<file path="src/rtl/iob_sched.sv">
`default_nettype none
// ============================================================================
// Module   : iob_sched
// Summary  : FSB-to-IOB request scheduler. Holds one staged posted write plus
//            in-order non-posted accesses and drives IOREQ/IOACT/IODONE.
//            Optional bus-error termination: define IOB_SCHED_BERR_EN.
// Revision : 1.0  initial release
// ============================================================================
module iob_sched (
    input  logic CLK,
    input  logic nRES,
    input  logic PWReq,
    input  logic PWL,
    input  logic PWU,
    output logic PWReady,
    output logic PWEmpty,
    input  logic NPReq,
    input  logic NPRW,
    input  logic NPL,
    input  logic NPU,
    output logic NPDone,
    output logic NPErr,
    output logic PWErr,
    input  logic BERRin,
    output logic ALE1,
    output logic ALE0,
    output logic IOREQ,
    output logic IORW,
    output logic IOL,
    output logic IOU,
    input  logic IOACT,
    input  logic IODONE
);

    localparam logic [1:0] c_IDLE = 2'd0;
    localparam logic [1:0] c_LOAD = 2'd1;
    localparam logic [1:0] c_REQ  = 2'd2;
    localparam logic [1:0] c_ACT  = 2'd3;

    logic [1:0] r_state;
    logic [1:0] w_stateNxt;
    logic       r_actMeta;
    logic       r_actSync;
    logic       r_doneMeta;
    logic       r_doneSync;
    logic       r_stgValid;
    logic       w_stgValidNxt;
    logic       r_shL;
    logic       r_shU;
    logic       r_kindPw;
    logic       w_kindPwNxt;
    logic       r_pwReady;
    logic       r_pwEmpty;
    logic       r_npDone;
    logic       r_npErr;
    logic       r_pwErr;
    logic       r_ale1;
    logic       r_ale0;
    logic       r_ioReq;
    logic       r_ioRw;
    logic       r_ioL;
    logic       r_ioU;
    logic       w_enq;
    logic       w_idleClear;
    logic       w_startPw;
    logic       w_startNp;
    logic       w_berr;
    logic       w_finish;

`ifdef IOB_SCHED_BERR_EN
    assign w_berr = BERRin;
`else
    logic w_unusedBerr;
    assign w_unusedBerr = BERRin;
    assign w_berr       = 1'b0;
`endif

    assign w_enq       = PWReq & r_pwReady;
    // Stale IOB status from the previous transaction must clear before a new LOAD.
    assign w_idleClear = (r_state == c_IDLE) & ~r_actSync & ~r_doneSync;
    assign w_startPw   = w_idleClear & r_stgValid;
    // A staged write always goes first; r_npDone blocks re-issue while the
    // requester is still seeing its completion pulse.
    assign w_startNp   = w_idleClear & ~r_stgValid & NPReq & ~w_enq & ~r_npDone;
    assign w_finish    = (r_state == c_ACT) & (r_doneSync | w_berr);

    assign w_stgValidNxt = w_enq | (r_stgValid & ~((r_state == c_LOAD) & r_kindPw));
    assign w_kindPwNxt   = (w_startPw | w_startNp) ? w_startPw : r_kindPw;

    always_comb begin
        w_stateNxt = r_state;
        case (r_state)
            c_IDLE:  if (w_startPw || w_startNp) w_stateNxt = c_LOAD;
            c_LOAD:  w_stateNxt = c_REQ;
            c_REQ:   if (r_actSync) w_stateNxt = c_ACT;
            c_ACT:   if (w_finish) w_stateNxt = c_IDLE;
            default: w_stateNxt = c_IDLE;
        endcase
    end

    always_ff @(posedge CLK or negedge nRES) begin
        if (!nRES) begin
            r_state    <= c_IDLE;
            r_actMeta  <= 1'b0;
            r_actSync  <= 1'b0;
            r_doneMeta <= 1'b0;
            r_doneSync <= 1'b0;
            r_stgValid <= 1'b0;
            r_shL      <= 1'b0;
            r_shU      <= 1'b0;
            r_kindPw   <= 1'b0;
            r_pwReady  <= 1'b1;
            r_pwEmpty  <= 1'b1;
            r_npDone   <= 1'b0;
            r_npErr    <= 1'b0;
            r_pwErr    <= 1'b0;
            r_ale1     <= 1'b0;
            r_ale0     <= 1'b0;
            r_ioReq    <= 1'b0;
            r_ioRw     <= 1'b0;
            r_ioL      <= 1'b0;
            r_ioU      <= 1'b0;
        end else begin
            r_actMeta  <= IOACT;
            r_actSync  <= r_actMeta;
            r_doneMeta <= IODONE;
            r_doneSync <= r_doneMeta;
            r_state    <= w_stateNxt;
            r_stgValid <= w_stgValidNxt;
            r_kindPw   <= w_kindPwNxt;
            if (w_enq) begin
                r_shL <= PWL;
                r_shU <= PWU;
            end
            // Attributes are captured as LOAD is entered and held until the next LOAD.
            if (w_startPw) begin
                r_ioRw <= 1'b0;
                r_ioL  <= r_shL;
                r_ioU  <= r_shU;
            end else if (w_startNp) begin
                r_ioRw <= NPRW;
                r_ioL  <= NPL;
                r_ioU  <= NPU;
            end
            r_pwReady <= ~w_stgValidNxt;
            r_pwEmpty <= ~w_stgValidNxt & ~((w_stateNxt != c_IDLE) & w_kindPwNxt);
            r_ale1    <= w_enq | w_startNp;
            r_ale0    <= w_startPw | w_startNp;
            r_ioReq   <= (w_stateNxt == c_REQ);
            r_npDone  <= w_finish & ~r_kindPw;
            r_npErr   <= w_finish & ~r_kindPw & w_berr;
            r_pwErr   <= r_pwErr | (w_finish & r_kindPw & w_berr);
        end
    end

    assign PWReady = r_pwReady;
    assign PWEmpty = r_pwEmpty;
    assign NPDone  = r_npDone;
    assign NPErr   = r_npErr;
    assign PWErr   = r_pwErr;
    assign ALE1    = r_ale1;
    assign ALE0    = r_ale0;
    assign IOREQ   = r_ioReq;
    assign IORW    = r_ioRw;
    assign IOL     = r_ioL;
    assign IOU     = r_ioU;

endmodule
`default_nettype wire

</file>
<file path="config.mk">
export PLATFORM = sky130hd
export DESIGN_NAME = iob_sched
export DESIGN_NICKNAME = d
export VERILOG_FILES = /design/src/rtl/iob_sched.sv
export SDC_FILE = /design/constraint.sdc
export NUM_CORES = 1
export LEC_CHECK = 0
export ABC_CLOCK_PERIOD_IN_PS = 1750
export BUFFER_PORTS_ARGS = -buffer_cell sky130_fd_sc_hd__buf_4
export CAP_MARGIN = 20
export CORE_MARGIN = 5
export CORE_UTILIZATION = 48
export CTS_CLUSTER_DIAMETER = 50
export DETAILED_ROUTE_END_ITERATION = 16
export PLACE_DENSITY = 0.78
export SYNTH_ARGS = -nofsm -noshare
export SYNTH_HDL_FRONTEND = slang
export SYNTH_SLANG_ARGS = --single-unit
</file>
<file path="constraint.sdc">
create_clock -name CLK -period 1.75 [get_ports CLK]
set_input_delay 0.175 -clock CLK [delete_from_list [all_inputs] [get_ports CLK]]
set_output_delay 0.175 -clock CLK [all_outputs]
set_load 0.02 [all_outputs]
</file>
==> impl_metrics.toml <==
[clock_tree]
cts_resized = 0
clkLatencyLatePin_ps = 290
clkSlewWorstSetupHoldPaths_ps = 110
cts_max_path_buffers = 2
cts-root-buf = "clkbuf_4"
post_cts_buffers = 0
cts_max_level = 1
clock-sinks = 19
numCtsBuffers = 3
cts_tree = "done"

[synth]
yosysSeqAreaShare_pct = 62.8
syn-instance-count = 64
ys_ff_latch = 19
synth.distinct_cells = 23
syn_area_um2 = 761
avgSynthCellArea_um2 = 11.9
yosysWarnings = 0

[power_and_ir_drop]
ir_worst_vdd_mv = 0.703
p_int_mw = 0.923
p_switching_mw = 0.535
powerDensity_mw_per_mm2 = 1490
pwr-share-seq_pct = 49.2
p_leak_nw = 0.461
p_clk_share_pct = 14.8
swShare_pct = 36.7
p_comb_share_pct = 36.1

[route]
detail_route.first_pass.iterations = 4
drc = 0
drtIter0Drc = 4
routed_wl_um = 1360
routedWlPerCell_um = 12.8
via_per_inst = 5.32
vias = 564
ant_nets = 0

[timing]
min_period_over_period_pct = 79.5
fmax_ghz = 0.719
slew_viol_final = 0
clock_skew_ps = 4.97
grt_setup_unrepaired = "no"
finalHoldViolCount = 0
finalSetupViolations = 0
fin_setup_tns_ps = 0
setup_ws_ps = 359
whs_ps = 112
fin_crit_ps = 1390

[placed_design]
io_buffers = 19
place.gp.congestion = 0.759
place_ws_ps = 385
dpl.hpwl_um = 1040

[worst_setup_path]
worst-path-max-fanout = 8
required_ps = 1980
rrSetupSlack_ps = 360
cp.arrival_ps = 1620
cp-start-kind = "flop"
critPathLaunch = "PWReady$_DFF_PN1_"
path_class = "reg -> reg"
r2r-start = "PWReady$_DFF_PN1_"
end_kind = "flop"

[global_route]
grt_max_degree = 20
antenna_found_initial = 0
grt_pass1_vias = 538
grt-ovfl-total = 0
grt_pass1_wl_um = 2350
grt_use_total_pct = 12.1

[floorplan]
num_io_pins = 23
die_h_um = 49.8
die_area_mm2 = 0.00248
num_rows = 14
die_width_um = 49.8
coreArea_mm2 = 0.00151
start_util_pct = 50.5

[layout]
syn_to_final_growth_pct = 28.5
final_common_cell = "buf_4"
n_fill_cell = 118
diodes = 0
top_register = "r_state"
largest_reg_flops = 2
drive_above_1_share_pct = 35.6
final_cell_mix = "buf_4, dfrtp_1, o21ai_0"
fin_nets = 103

[min_path]
min-delay-start = "PWU"
min_path_type = "in -> reg"

[flow_run]
max_cap_violations = 0

[status]
status = "finished, final reports clean"
-- synthesized netlist by cell type (all sizes together) --
library cell  count  share of area, %
and3              1              0.82
nand3             1               1.3
nor2b             2               1.6
a22o              1               1.3
buf               2               2.0
inv               3               1.5
nand2             5               2.5
and2              2               1.6
dfstp             2               6.9
a21boi            1              0.99
a21oi             3               2.0
a31oi             2               2.5
dfrtp            17                56
o22ai             4               3.3
conb              1              0.49
nand3b            1              0.99
nor2              4               2.0
nor3b             1              0.99
mux2              2               3.0
nor4              1               2.8
o21ai             7               4.6
o211ai            1              0.99
-- power by group through the flow --
| stage | clock network [mW] | logic [mW] | registers, mW |
|---|---|---|---|
| after floorplan | 0 | 0.254 | 0.789 |
| after global placement | 0 | 0.513 | 0.716 |
| after detailed placement | 0 | 0.527 | 0.725 |
| after CTS | 0.221 | 0.532 | 0.716 |
| after global routing | 0.241 | 0.575 | 0.742 |
| final | 0.215 | 0.526 | 0.717 |
-- critical path: stages, from the launching register on --
cell     delay, ps
dfstp_2        550
nand2_1        170
a21oi_1        270
o21ai_0        140
a31oi_2        200
-- through the flow --
step / instance area, um2 / total power [mW] / instances / utilization (%)
floorplan: 764 / 1.04 / 65 / -
global placement: 920 / 1.23 / 99 / 61.0
detailed placement: 920 / 1.25 / 99 / 61.0
CTS: 977 / 1.47 / 106 / 64.9
global route: 977 / 1.56 / 106 / 64.9
finish: 977 / 1.46 / 106 / 64.9
-- cell type report --
cell class / instances / area [um2] / share of cell area [%]
Inverter: 3 / 11.3 / 1.15
Tap cell: 16 / 20.0 / 2.05
Timing Repair Buffer: 23 / 180 / 18.4
Sequential cell: 19 / 478 / 48.9
Multi-Input combinational cell: 41 / 260 / 26.6
Clock inverter: 1 / 5.00 / 0.512
Clock buffer: 3 / 22.5 / 2.30
-- final timing paths --
path	to	cells past startpoint
min in group asynchronous	ALE0$_DFF_PN0_	2
worst min register to register	r_actSync$_DFF_PN0_	0
worst min-delay path	r_shU$_DFFE_PN0P_	2
max in group asynchronous	PWReady$_DFF_PN1_	2
worst max register to register	PWEmpty$_DFF_PN1_	4
worst max-delay path	PWEmpty$_DFF_PN1_	4
-- layer usage --
layer	wire [um]	global-route usage, %	part of all wire (%)	up-vias
li1	-	-	-	273
met1	603	16.3	44	274
met2	667	18.9	49	17
met3	86	2.41	6.3	0
met4	0	5.24	0	0
met5	0	0	0	-
-- cells by family (layout without fill, tap and decap cells) --
| kind of cell | Yosys count | count (layout) | share of synthesized area [%] |
|---|---|---|---|
| simple gates | 18 | 18 | 14.6 |
| compound gates | 19 | 19 | 15.6 |
| flops | 19 | 19 | 62.8 |
| buf+inv | 5 | 30 | 3.45 |
| other cells | 1 | 2 | 0.493 |
| mux | 2 | 2 | 2.96 |
-- repair_timing --
action / 4_1_cts / 5_1_grt
endpoints found under the setup margin: 0 / 0
hold endpoints to repair: 21 / 0
hold buffers: 3 / 0
(Power assumes the default switching activity.)
